### config.mk
export PLATFORM = sky130hd
export DESIGN_NAME = sad_engine
export DESIGN_NICKNAME = d
export VERILOG_FILES = /design/src/rtl/sad_engine.sv
export SDC_FILE = /design/constraint.sdc
export NUM_CORES = 1
export LEC_CHECK = 0
export ABC_AREA = 1
export CORE_ASPECT_RATIO = 0.7
export CORE_MARGIN = 4
export CORE_UTILIZATION = 44
export CTS_BUF_LIST = sky130_fd_sc_hd__clkbuf_4
export DETAILED_ROUTE_END_ITERATION = 8
export PLACE_DENSITY_LB_ADDON = 0.05
export SLEW_MARGIN = 20
export SYNTH_ARGS = -nofsm -noshare
export SYNTH_HDL_FRONTEND = slang
export SYNTH_SLANG_ARGS = --single-unit
### constraint.sdc
create_clock -name clk -period 4.4 [get_ports clk]
set_input_delay 0.66 -clock clk [delete_from_list [all_inputs] [get_ports clk]]
set_output_delay 0.66 -clock clk [all_outputs]
set_load 0.02 [all_outputs]
### src/rtl/sad_engine.sv
// Sum-of-absolute-differences engine: issues BEATS reads of LANES pixel pairs,
// accumulates |a-b| as data returns RD_LAT cycles later, optional early abort.
module sad_engine #(
  parameter int PIXEL_W = 8,
  parameter int NPIX    = 256,
  parameter int LANES   = 1,
  parameter int RD_LAT  = 1,
  localparam int BEATS  = NPIX / LANES,
  localparam int AW     = (BEATS > 1) ? $clog2(BEATS) : 1,
  localparam int SAD_W  = PIXEL_W + $clog2(NPIX)
) (
  input  logic                     clk,
  input  logic                     rst,
  input  logic                     go,
  input  logic                     thresh_en,
  input  logic [SAD_W-1:0]         thresh,
  output logic                     rd_en,
  output logic [AW-1:0]            addr,
  input  logic [LANES*PIXEL_W-1:0] a_data,
  input  logic [LANES*PIXEL_W-1:0] b_data,
  output logic                     busy,
  output logic                     done,
  output logic [SAD_W-1:0]         sad,
  output logic                     early_term
);

  typedef enum logic [1:0] {S_IDLE, S_ISSUE, S_DRAIN, S_DONE} state_t;

  localparam logic [RD_LAT-1:0] VTOP = RD_LAT'(1) << (RD_LAT - 1);

  state_t              r_state, w_state_next;
  logic [AW-1:0]       r_addr;
  logic [RD_LAT-1:0]   r_vpipe;
  logic [SAD_W-1:0]    r_acc, r_sad, r_thresh;
  logic                r_thresh_en, r_early;

  logic                w_rd_en, w_beat_valid, w_more, w_hit, w_last;
  logic [SAD_W-1:0]    w_beat_sum, w_acc_next;

  assign w_rd_en      = (r_state == S_ISSUE);
  assign w_beat_valid = r_vpipe[RD_LAT-1];
  // Beats still in flight behind the one returning this cycle.
  assign w_more       = |(r_vpipe & ~VTOP);
  assign w_last       = (r_addr == AW'(BEATS - 1));

  always_comb begin
    w_beat_sum = '0;
    for (int unsigned k = 0; k < LANES; k++) begin
      if (a_data[k*PIXEL_W +: PIXEL_W] >= b_data[k*PIXEL_W +: PIXEL_W])
        w_beat_sum = w_beat_sum + SAD_W'(a_data[k*PIXEL_W +: PIXEL_W] - b_data[k*PIXEL_W +: PIXEL_W]);
      else
        w_beat_sum = w_beat_sum + SAD_W'(b_data[k*PIXEL_W +: PIXEL_W] - a_data[k*PIXEL_W +: PIXEL_W]);
    end
  end

  assign w_acc_next = r_acc + (w_beat_valid ? w_beat_sum : '0);
  assign w_hit      = w_beat_valid && r_thresh_en && (w_acc_next > r_thresh);

  always_comb begin
    w_state_next = r_state;
    case (r_state)
      S_IDLE:  if (go) w_state_next = S_ISSUE;
      S_ISSUE: if (w_hit || w_last) w_state_next = S_DRAIN;
      S_DRAIN: if (w_hit || !w_more) w_state_next = S_DONE;
      S_DONE:  w_state_next = S_IDLE;
      default: w_state_next = S_IDLE;
    endcase
  end

  always_ff @(posedge clk) begin
    if (!rst) begin
      r_state     <= S_IDLE;
      r_addr      <= '0;
      r_vpipe     <= '0;
      r_acc       <= '0;
      r_sad       <= '0;
      r_thresh    <= '0;
      r_thresh_en <= 1'b0;
      r_early     <= 1'b0;
    end else begin
      r_state <= w_state_next;
      // An abort flushes the return pipeline so late beats are never added.
      r_vpipe <= w_hit ? '0 : ((r_vpipe << 1) | RD_LAT'(w_rd_en));
      if (w_beat_valid)
        r_acc <= w_acc_next;
      case (r_state)
        S_IDLE: if (go) begin
          r_acc       <= '0;
          r_addr      <= '0;
          r_thresh    <= thresh;
          r_thresh_en <= thresh_en;
          r_early     <= 1'b0;
        end
        S_ISSUE: r_addr <= w_last ? '0 : r_addr + 1'b1;
        default: ;
      endcase
      if (w_hit)
        r_early <= 1'b1;
      if (r_state == S_DRAIN && w_state_next == S_DONE)
        r_sad <= w_acc_next;
    end
  end

  assign rd_en      = w_rd_en;
  assign addr       = r_addr;
  assign busy       = (r_state != S_IDLE);
  assign done       = (r_state == S_DONE);
  assign sad        = r_sad;
  assign early_term = r_early;

endmodule

==> flow_summary.json <==
{
  "route.detailed.drc": 0,
  "r2r-end": "r_state[1]$_SDFF_PN0_",
  "timing.fmax_mhz": 230,
  "clock_path_buffers": 2,
  "place_congestion": 0.856,
  "final_util_pct": 68.9,
  "fin_nets": 905,
  "tns_ps": 0,
  "crit_type": "input pin to flop",
  "crit_family": "simple AND/OR/NAND/NOR gates",
  "seq_area_frac_synth_pct": 28.1,
  "die_h_um": 91.2,
  "num_rows": 30,
  "io_pins": 64,
  "cp_common_cell": "nand2_1",
  "grt_pass1_wl_um": 21300,
  "synthTopCellsByArea": "dfxtp_1 28%, ha_1 14%, inv_1 9.1%, nand2_1 8.7%, nor2_1 7.4%",
  "post-route-period-util_pct": 99.0,
  "synth_area_leader_cell": "dfxtp_1",
  "drive_gt1_share_pct": 32.4,
  "die_area_um2": 11600,
  "crit_start": "a_data[2]",
  "htreeDepth": 3,
  "endpoint_kind": "flop",
  "grt_antenna_before_repair": 0,
  "drt_iter0_markers": 242,
  "initial_core_util_pct": 44.9,
  "r2r_cells": 21,
  "coreArea_um2": 9680,
  "critPathRequiredTime_ps": 4670,
  "cp.arrival_ps": 4620,
  "clock-root-buffer": "clkbuf_4",
  "cp_slowest_stage_delay_ps": 300,
  "drt_wl_total_um": 13000,
  "drv_cap": 0,
  "cts_tree": "done",
  "slew_headroom_pct": 49.9,
  "hold_violations": 0,
  "crit_buf_inv": 7,
  "chipWidth_um": 127,
  "yosys_warnings": 0,
  "peakVddDrop_uv": 174,
  "finalMaxSlewViolations": 0,
  "portBuffers": 63,
  "crit_fanout": 5,
  "period_needed_ps": 4360,
  "syn_inst": 634,
  "cp_slowest_cell": "ha_1",
  "yosysMostFrequentCell": "inv_1",
  "synth_nets": 721,
  "clk_pin_slew_ps": 100,
  "tightest_slew_ps": 751,
  "grt_pass1_vias": 4634,
  "via_count": 4659,
  "holdBufCountCts": 0,
  "async_flop_share_pct": 0,
  "synthFlopType": "dfxtp_1",
  "finClkSkew_ps": 17.7,
  "path_depth": 31,
  "synth.avg_cell_area_um2": 6.86,
  "cp-endpoint": "r_state[1]$_SDFF_PN0_",
  "ant_nets": 0,
  "status": "finished clean",
  "clkLatencyLatePin_ps": 410,
  "synth_top_area_share_pct": 28.1,
  "track_usage_pct": 22.2,
  "cts_made_buffers": 9,
  "netlist_top_cells_count": "105 x inv_1, 101 x nand2_1, 86 x nor2_1, 61 x dfxtp_1, 59 x a21oi_1",
  "r2r-start": "r_vpipe$_SDFF_PP0_",
  "firstDrtPassIters": 6,
  "rsz0062_at_grt": "true",
  "clock-sinks": 61,
  "overflow": 0,
  "grt_max_degree": 35,
  "areaGrowthSynthToFinish_pct": 53.3,
  "powerDensity_nw_per_um2": 236,
  "synth_edf_count": 0,
  "hold_class": "flop to flop",
  "ys_types": 45,
  "vias_per_cell": 4.89,
  "reg2reg_slack_ps": 840,
  "leakage_nw": 3.30,
  "synth_area_um2": 4350,
  "p_total_mw": 1.57,
  "synth_seq_cells": 61,
  "finalSetupViolations": 0,
  "post_drt_wl_per_cell_um": 13.6,
  "place_hpwl_um": 9560,
  "critPathLaunchType": "input pin"
}
-- state kept, by name, summed over array words and instances, names as in the netlist --
| signal | count |
|---|---|
| r_thresh_en | 1 |
| r_thresh | 16 |
| early_term | 1 |
| addr | 8 |
| r_vpipe | 1 |
| r_state | 2 |
| sad | 16 |
| r_acc | 16 |
-- cell type report --
class	count	area [um^2]
multi-input combinational	446	3110
fill	824	3020
timing repair buffer	193	1610
sequential	61	1220
inverter	107	422
tap	128	160
clock buffer	10	75.1
clock inverter	6	63.8
antenna	1	2.50
-- through the flow --
step | setup WS [ps] | std cells | area [um^2] | hold WS [ps]
2_1_floorplan | 6.44 | 634 | 4350 | 435
3_3_place_gp | -860 | 911 | 5820 | 449
3_5_place_dp | -956 | 911 | 5820 | 455
4_1_cts | 0.879 | 942 | 6340 | 471
5_1_grt | -147 | 951 | 6670 | 485
6_report | 42.8 | 952 | 6670 | 467
-- power breakdown --
| group | leakage [nW] | total [mW] | internal, mW | switching, mW |
|---|---|---|---|---|
| Clock | 0.0724 | 0.398 | 0.178 | 0.220 |
| Sequential | 0.497 | 0.590 | 0.577 | 0.0132 |
| Combinational | 2.73 | 0.584 | 0.278 | 0.306 |
| Total | 3.30 | 1.57 | 1.03 | 0.539 |
-- worst min-delay path by stage --
stage               slack, ps                       from  cells past startpoint                        end
finish                    470   r_thresh[8]$_SDFFE_PN0P_                      2   r_thresh[8]$_SDFFE_PN0P_
detailed placement        460    early_term$_SDFFE_PN0P_                      2    early_term$_SDFFE_PN0P_
global placement          450   r_thresh[8]$_SDFFE_PN0P_                      2   r_thresh[8]$_SDFFE_PN0P_
CTS                       470   r_thresh[8]$_SDFFE_PN0P_                      2   r_thresh[8]$_SDFFE_PN0P_
floorplan                 430  r_thresh[11]$_SDFFE_PN0P_                      2  r_thresh[11]$_SDFFE_PN0P_
global route              480   r_thresh[8]$_SDFFE_PN0P_                      2   r_thresh[8]$_SDFFE_PN0P_
-- worst reg2reg max path, stage by stage, from the launching register on --
cell	delay (ps)
dfxtp_1	350
buf_4	310
o21ai_0	160
a21oi_1	270
ha_1	290
nand3_1	90
nand2_2	90
nand3_2	90
nand3_4	110
a21o_1	190
or2_1	220
nand2_1	80
ha_1	240
nand2_1	70
inv_1	40
o21ai_0	210
nand3_1	160
o21ai_1	150
buf_4	140
o21ai_2	50
nand2_1	60
o21ai_1	70
-- layout by cell type (no fill, tap or decap), types with 7 or more instances in the layout --
master / n
o21ai_0: 51
ha_4: 18
nor2_1: 84
ha_1: 28
a21oi_2: 11
xor2_1: 10
nand2_1: 82
nand3_1: 19
inv_2: 11
buf_6: 14
buf_4: 124
nand2_2: 13
dfxtp_1: 61
clkdlybuf4s50_1: 47
nand3_2: 7
inv_1: 89
nand2_4: 9
o21ai_1: 8
clkbuf_4: 10
a21oi_1: 47
-- per-layer routing --
layer / global-route usage (%) / wire length [um] / vias up
met1: 31.6 / 6520 / 2141
li1: - / - / 2416
met4: 5.27 / 133 / 0
met2: 34.8 / 5830 / 87
met3: 4.00 / 484 / 15
met5: 0 / 0 / -
-- cell families after synthesis --
| family | count (synthesis) | synth area share, % |
|---|---|---|
| compound gates | 148 | 18.9 |
| xor+xnor | 13 | 2.62 |
| fa+ha+maj | 51 | 15.2 |
| buf+inv | 127 | 12.1 |
| flops | 61 | 28.1 |
| simple gates | 234 | 23.1 |
-- what timing repair did --
item	in CTS	in global routing
setup buffers	15	10
resized for setup	114	88
gates cloned	1	0
pin swaps	62	67
setup endpoints to repair	4	4
(Power assumes the default switching activity.)
